===== config.mk =====
export PLATFORM = sky130hd
export DESIGN_NAME = hdmi_text_render
export DESIGN_NICKNAME = d
export VERILOG_FILES = /design/src/rtl/hdmi_text_pkg.sv /design/src/rtl/hdmi_font_rom.sv /design/src/rtl/hdmi_text_render.sv
export SDC_FILE = /design/constraint.sdc
export NUM_CORES = 1
export LEC_CHECK = 0
export ABC_CLOCK_PERIOD_IN_PS = 4550
export CAP_MARGIN = 20
export CELL_PAD_IN_SITES_DETAIL_PLACEMENT = 0
export CELL_PAD_IN_SITES_GLOBAL_PLACEMENT = 1
export CORE_UTILIZATION = 26
export CTS_CLUSTER_SIZE = 8
export DETAILED_ROUTE_END_ITERATION = 12
export PLACE_DENSITY = 0.71
export SLEW_MARGIN = 20
export SYNTH_ARGS = -nofsm -noshare
export SYNTH_HDL_FRONTEND = slang
export SYNTH_SLANG_ARGS = --single-unit
export TNS_END_PERCENT = 30

===== constraint.sdc =====
create_clock -name clk_pixel -period 4.55 [get_ports clk_pixel]
set_input_delay 0.455 -clock clk_pixel [delete_from_list [all_inputs] [get_ports clk_pixel]]
set_output_delay 0.455 -clock clk_pixel [all_outputs]
set_load 0.05 [all_outputs]

===== src/rtl/hdmi_text_pkg.sv =====
// hdmi_text_pkg: shared constants, pixel pipeline record, CGA palette and font content
// for the text renderer.
package hdmi_text_pkg;
   localparam int COLS    = 80;
   localparam int ROWS    = 30;
   localparam int CELL_W  = 8;
   localparam int CELL_H  = 16;
   localparam int LATENCY = 4;

   localparam int ATTR_FG_LSB = 0;
   localparam int ATTR_BG_LSB = 4;
   localparam int ATTR_BLINK  = 7;

   localparam logic [23:0] PALETTE [16] = '{
      24'h000000, 24'h0000AA, 24'h00AA00, 24'h00AAAA,
      24'hAA0000, 24'hAA00AA, 24'hAA5500, 24'hAAAAAA,
      24'h555555, 24'h5555FF, 24'h55FF55, 24'h55FFFF,
      24'hFF5555, 24'hFF55FF, 24'hFFFF55, 24'hFFFFFF
   };

   typedef struct packed {
      logic                        valid;
      logic                        de;
      logic                        hs;
      logic                        vs;
      logic [$clog2(CELL_W)-1:0]   px;
      logic [$clog2(CELL_H)-1:0]   line;
      logic [6:0]                  col;
      logic [4:0]                  row;
   } pix_t;

   // Built-in font: a drawn 'A' glyph, every other code a deterministic line pattern.
   function automatic logic [7:0] font_line(input logic [7:0] c, input logic [3:0] l);
      logic [7:0] a;
      a = (l == 4'd2) ? 8'h18 :
          (l == 4'd3) ? 8'h3C :
          (l == 4'd6) ? 8'h7E :
          (l >= 4'd4 && l <= 4'd10) ? 8'h66 : 8'h00;
      return (c == 8'h41) ? a : c ^ {l, l};
   endfunction
endpackage


===== src/rtl/hdmi_font_rom.sv =====
// hdmi_font_rom: 4096x8 synchronous glyph ROM, one-cycle read latency.
//   clk_i  : pixel clock
//   rstn_i : synchronous active-low reset, clears the output register
//   addr_i : {char[7:0], line[3:0]}
//   data_o : glyph row, MSB is the leftmost pixel
module hdmi_font_rom
   import hdmi_text_pkg::*;
(
   input  logic        clk_i,
   input  logic        rstn_i,
   input  logic [11:0] addr_i,
   output logic [7:0]  data_o
);
   logic [7:0] data_q;

   always_ff @(posedge clk_i) begin
      if (!rstn_i) data_q <= '0;
      else         data_q <= font_line(addr_i[11:4], addr_i[3:0]);
   end

   assign data_o = data_q;
endmodule


===== src/rtl/hdmi_text_render.sv =====
// hdmi_text_render: 80x30 text-mode pixel pipeline, 4-cycle latency from pixel
// coordinates to RGB with sync/DE delayed to match.
//   clk_pixel, rstn                 : pixel clock, synchronous active-low reset
//   cx, cy, de_in, hsync_in, vsync_in : timing generator inputs
//   row_offset                      : hardware scroll in character rows
//   ram_address, ram_char_re, ram_attr_re, ram_char_data, ram_attr_data : char/attr RAM read port
//   cursor_col, cursor_row          : cursor cell (only with HDMI_TEXT_CURSOR_EN defined)
//   rgb, de_out, hsync_out, vsync_out : pixel output
// Optional feature macro: HDMI_TEXT_CURSOR_EN enables the blinking underline cursor.
module hdmi_text_render
   import hdmi_text_pkg::*;
#(
   parameter int ADDR_W = 13
) (
   input  logic              clk_pixel,
   input  logic              rstn,
   input  logic [9:0]        cx,
   input  logic [9:0]        cy,
   input  logic              de_in,
   input  logic              hsync_in,
   input  logic              vsync_in,
   input  logic [7:0]        row_offset,
   output logic [ADDR_W-1:0] ram_address,
   output logic              ram_char_re,
   output logic              ram_attr_re,
   input  logic [7:0]        ram_char_data,
   input  logic [7:0]        ram_attr_data,
   input  logic [6:0]        cursor_col,
   input  logic [4:0]        cursor_row,
   output logic [23:0]       rgb,
   output logic              de_out,
   output logic              hsync_out,
   output logic              vsync_out
);
   pix_t              p_d;
   pix_t              p_q [LATENCY-1];
   logic [4:0]        off;
   logic [5:0]        r_sum;
   logic [ADDR_W-1:0] r_w;
   logic [ADDR_W-1:0] addr_d, addr_q;
   logic              re_d, re_q, re1_q;
   logic [7:0]        char_q, attr_q;
   logic [7:0]        glyph;
   logic              vs_q, vs_prev_q;
   logic [5:0]        frame_cnt_q;
   logic [3:0]        fg, bg, idx;
   logic [23:0]       rgb_d, rgb_q;
   logic              de_q, hs_q, vs_out_q;

   always_comb begin
      p_d       = '0;
      p_d.valid = de_in && cx < 10'(COLS * CELL_W) && cy < 10'(ROWS * CELL_H);
      p_d.de    = de_in;
      p_d.hs    = hsync_in;
      p_d.vs    = vsync_in;
      p_d.px    = cx[2:0];
      p_d.line  = cy[3:0];
      p_d.col   = cx[9:3];
      p_d.row   = cy[8:4];
      off       = (row_offset < 8'(ROWS)) ? row_offset[4:0] : 5'd0;
      r_sum     = {1'b0, p_d.row} + {1'b0, off};
      r_w       = ADDR_W'((r_sum >= 6'(ROWS)) ? r_sum - 6'(ROWS) : r_sum);
      addr_d    = (r_w << 6) + (r_w << 4) + ADDR_W'(p_d.col);
      re_d      = p_d.valid && cx[2:0] == 3'd0;
   end

   // First pixel of a cell takes char straight from the RAM port; the rest reuse the latch.
   hdmi_font_rom u_font (
      .clk_i  (clk_pixel),
      .rstn_i (rstn),
      .addr_i ({re1_q ? ram_char_data : char_q, p_q[1].line}),
      .data_o (glyph)
   );

   always_comb begin
      fg    = attr_q[ATTR_FG_LSB +: 4];
      bg    = {1'b0, attr_q[ATTR_BG_LSB +: 3]};
      fg    = (attr_q[ATTR_BLINK] && frame_cnt_q[5]) ? bg : fg;
      idx   = glyph[~p_q[2].px] ? fg : bg;
`ifdef HDMI_TEXT_CURSOR_EN
      idx   = (p_q[2].col == cursor_col && p_q[2].row == cursor_row &&
               p_q[2].line[3:1] == 3'b111 && frame_cnt_q[4] &&
               cursor_col < 7'(COLS) && cursor_row < 5'(ROWS)) ? fg : idx;
`endif
      rgb_d = p_q[2].valid ? PALETTE[idx] : 24'h0;
   end

`ifndef HDMI_TEXT_CURSOR_EN
   logic unused_cursor;
   assign unused_cursor = ^{cursor_col, cursor_row, p_q[2].col, p_q[2].row};
`endif

   always_ff @(posedge clk_pixel) begin
      if (!rstn) begin
         p_q         <= '{default: '0};
         addr_q      <= '0;
         re_q        <= 1'b0;
         re1_q       <= 1'b0;
         char_q      <= '0;
         attr_q      <= '0;
         vs_q        <= 1'b0;
         vs_prev_q   <= 1'b0;
         frame_cnt_q <= '0;
         rgb_q       <= '0;
         de_q        <= 1'b0;
         hs_q        <= 1'b0;
         vs_out_q    <= 1'b0;
      end else begin
         p_q[0]      <= p_d;
         p_q[1]      <= p_q[0];
         p_q[2]      <= p_q[1];
         addr_q      <= addr_d;
         re_q        <= re_d;
         re1_q       <= re_q;
         char_q      <= re1_q ? ram_char_data : char_q;
         attr_q      <= re1_q ? ram_attr_data : attr_q;
         vs_q        <= vsync_in;
         vs_prev_q   <= vs_q;
         frame_cnt_q <= (vs_q && !vs_prev_q) ? frame_cnt_q + 6'd1 : frame_cnt_q;
         rgb_q       <= rgb_d;
         de_q        <= p_q[2].de;
         hs_q        <= p_q[2].hs;
         vs_out_q    <= p_q[2].vs;
      end
   end

   assign ram_address = addr_q;
   assign ram_char_re = re_q;
   assign ram_attr_re = re_q;
   assign rgb         = rgb_q;
   assign de_out      = de_q;
   assign hsync_out   = hs_q;
   assign vsync_out   = vs_out_q;
endmodule

==> results.tsv <==
stage	metric	value	unit
outcome	outcome	completed	
routing	Remaining DRCs	0	
finish	most common cell after layout, fill and taps aside	clkdlybuf4s50_1	
finish	area of the multi-input gates	1850	um^2
die	initial core utilization	26.6	%
clock_tree	Worst-Skew Late Latency	0.34	ns
die	Die Span Y	121	um
power	worst vdd ir	0.000203	V
power	Sequential Power Share	41.5	%
timing	Final min period	4.38	ns
finish	ant diodes	0	
finish	Syn-to-layout area delta	40.6	%
timing	total negative slack	0	ns
clock_tree	CTS Buffer Depth	2	
routing	Post-DRT Antenna Nets	0	
die	full die area	14700	um^2
routing	Vias/cell	4.27	
power	total power per unit cell area	355	nW/um^2
synth	Cells after Synth	377	
setup_path	WP data arrival	4.60	ns
power	clock power share	37.2	%
clock_tree	Num CTS Buffers	9	
routing	vias post-DR	2806	
clock_tree	# H-tree levels	3	
grt	global-route wire length before repair	12400	um
die	I/O pin count	103	
finish	layout cells sized above 1	13.4	%
die	Die W	121	um
die	core area	13900	um^2
synth	yosys warns	0	
job	Max Cap Viol	0	
grt	vias in the first global route	2747	
clock_tree	Clk pin slew, worst setup/hold paths	0.06	ns
synth	EDFF count, synth	0	
power	switching share of power	28.3	%
setup_path	Crit Path Class	in -> reg	
synth	register bit count reported by yosys	82	
synth	post-synth cell types	50	
power	P_sw	0.000520	W
finish	Final #Nets	557	
timing	fin. max-slew vios	0	
clock_tree	clk sinks	82	
place	PortBufs	90	
synth	Mean Syn Cell Area	9.78	um^2
synth	Async S/R FF share, synth	0	%
synth	syn nets	462	
synth	sequential share of the synthesized area	44.5	%
power	P_leak	2.10	nW
timing	Final period util	96.3	%
power	Int Pwr	0.00132	W
clock_tree	CTS tree	yes	
finish	fillcell total	1416	
synth	Syn Std Cell Area	3690	um^2
setup_path	CP max FO	3	
timing	Worst slew margin	63.4	%
grt	total grt overflow	0	
setup_path	Worst Setup End Kind	flop	
timing	Post-Route Skew	0.00822	ns
synth	Post-synth top flop	dfxtp_1	
setup_path	CP Data Required Time	4.77	ns
place	DP HPWL	5770	um
timing	fmax	0.228	GHz
routing	Avg WL per Cell	11.7	um
timing	final hold viol count	0	
finish	most frequent cells in the layout	clkdlybuf4s50_1 (83), dfxtp_1 (82), and2_1 (43), nor2_1 (36), buf_4 (26)	
power	share of total power in combinational logic	21.2	%
place	GPL Wtd Cong	0.796	
finish	FF+latch area	1640	um^2
routing	initial DRC count	100	
clock_tree	Root Buffer	clkbuf_16	
grt	initial antenna violation count	0	
timing	Least-Margin Pin Slew	0.547	ns
routing	first-pass iteration count of the detailed router	4	
routing	overall routed net length	7660	um
worst_hold_path	Hold Crit Class	reg -> reg	
setup_path	startpoint types	primary input	
finish	design area	5190	um^2
grt	largest net degree at the start of global routing	33	
grt	All-Layer GR Usage	10.9	%
die	# rows	43	
setup_path	r2r setup slk	2.61	ns
timing	# setup viols final	0	
place	Post-DP Area	4790	um^2
cell usage after synthesis, types with 2 or more instances:
master / n / share of area [%]
o21ai_0: 7 / 0.95
buf_4: 20 / 4.1
clkbuf_1: 9 / 0.92
nor4_1: 3 / 0.51
o31ai_1: 2 / 0.41
mux4_2: 2 / 1.2
a21oi_1: 12 / 1.6
and2_1: 44 / 7.5
nor4b_1: 2 / 0.47
or3_1: 4 / 0.68
buf_2: 3 / 0.41
a21o_1: 3 / 0.61
nor2_1: 36 / 3.7
xor2_1: 6 / 1.4
and4b_1: 3 / 0.81
dfxtp_1: 82 / 45
xnor2_1: 9 / 2.1
nand3_1: 5 / 0.68
a31oi_1: 4 / 0.68
nor3_1: 5 / 0.68
inv_1: 18 / 1.8
nand4_1: 3 / 0.51
o21bai_1: 2 / 0.41
ha_1: 21 / 7.1
o21a_1: 2 / 0.41
mux2i_1: 22 / 6.0
nand2b_1: 3 / 0.51
nand2_1: 17 / 1.7
nor2b_1: 5 / 0.85
fa_1: 3 / 1.6
logic make-up after synthesis:
family	count (synthesis)	share of synthesized area (%)
muxes	25	7.50
AOI/OAI and AO/OA	42	7.53
and+or+nand+nor	139	20.9
adders and majority gates	24	8.75
DFF	82	44.5
xor gates and xnor gates	15	3.56
buffers and inverters	50	7.22
flip-flops by register name, summed over array words and instances, names as in the netlist, 5 cells and up:
signal,count
p_q,27
attr_q,8
frame_cnt_q,6
ram_address,13
char_q,8
rgb,5
u_font.data_o,8
power by group through the flow:
| stage | logic, W | registers [W] | clock network (W) |
|---|---|---|---|
| floorplan | 0.000145 | 0.000852 | 0 |
| global placement | 0.000371 | 0.000780 | 0 |
| detailed placement | 0.000373 | 0.000781 | 0 |
| CTS | 0.000380 | 0.000765 | 0.000715 |
| global route | 0.000424 | 0.000767 | 0.000753 |
| finish | 0.000390 | 0.000764 | 0.000685 |
what timing repair did:
item / 4_1_cts / 5_1_grt
gates resized for setup: 5 / 18
hold buffers: 0 / 0
setup endpoints to repair: 4 / 5
setup buffers: 0 / 3
pin swaps: 1 / 11
through the flow:
stage	setup slack (ns)	std cells	utilization [%]	hold slack (ns)	power, W
floorplan	0.0503	377	-	0.412	0.000997
global placement	-0.413	638	34.5	0.421	0.00115
detailed placement	-0.548	638	34.5	0.417	0.00115
CTS	-0.0580	654	36.8	0.435	0.00186
global route	-0.00601	657	37.4	0.443	0.00194
finish	0.168	657	37.4	0.430	0.00184
worst max-delay path, cell delays in order:
cell and delay (ns):
dlymetal6s2s_1 0.13, and4_4 0.20, nor4_4 0.24, and2_4 0.21, ha_4 0.13, inv_1 0.05, fa_2 0.58, inv_2 0.04
ha_2 0.17, o21bai_1 0.14, a31o_2 0.27, mux2i_2 0.16, fa_1 0.58, inv_2 0.05, ha_4 0.25, a21o_1 0.10
a21o_1 0.14, a21oi_2 0.06, buf_4 0.13, and4b_1 0.18, or3_1 0.33
area by class of cell:
cell class,count,share of cell area [%]
timing repair buffer,116,21.5
inverter,18,1.30
tap,180,4.34
multi-input combinational,245,35.7
sequential,82,31.7
clock buffer,9,4.34
clock inverter,7,1.23
worst paths after layout:
check	from	to	depth (start not counted)
max	row_offset[1]	ram_address[10]	21
min	p_q[19]	vsync_out	1
max reg2reg	re1_q	u_font.data_o[4]	6
min reg2reg	p_q[19]	vsync_out	1
routing by layer:
metal  global-route usage (%)  wire length [um]
met2                     18.0              3540
met4                     4.86               129
met1                     12.8              3540
met3                     3.71               455
met5                        0                 0
No activity file was read; power rests on OpenSTA's default activity.
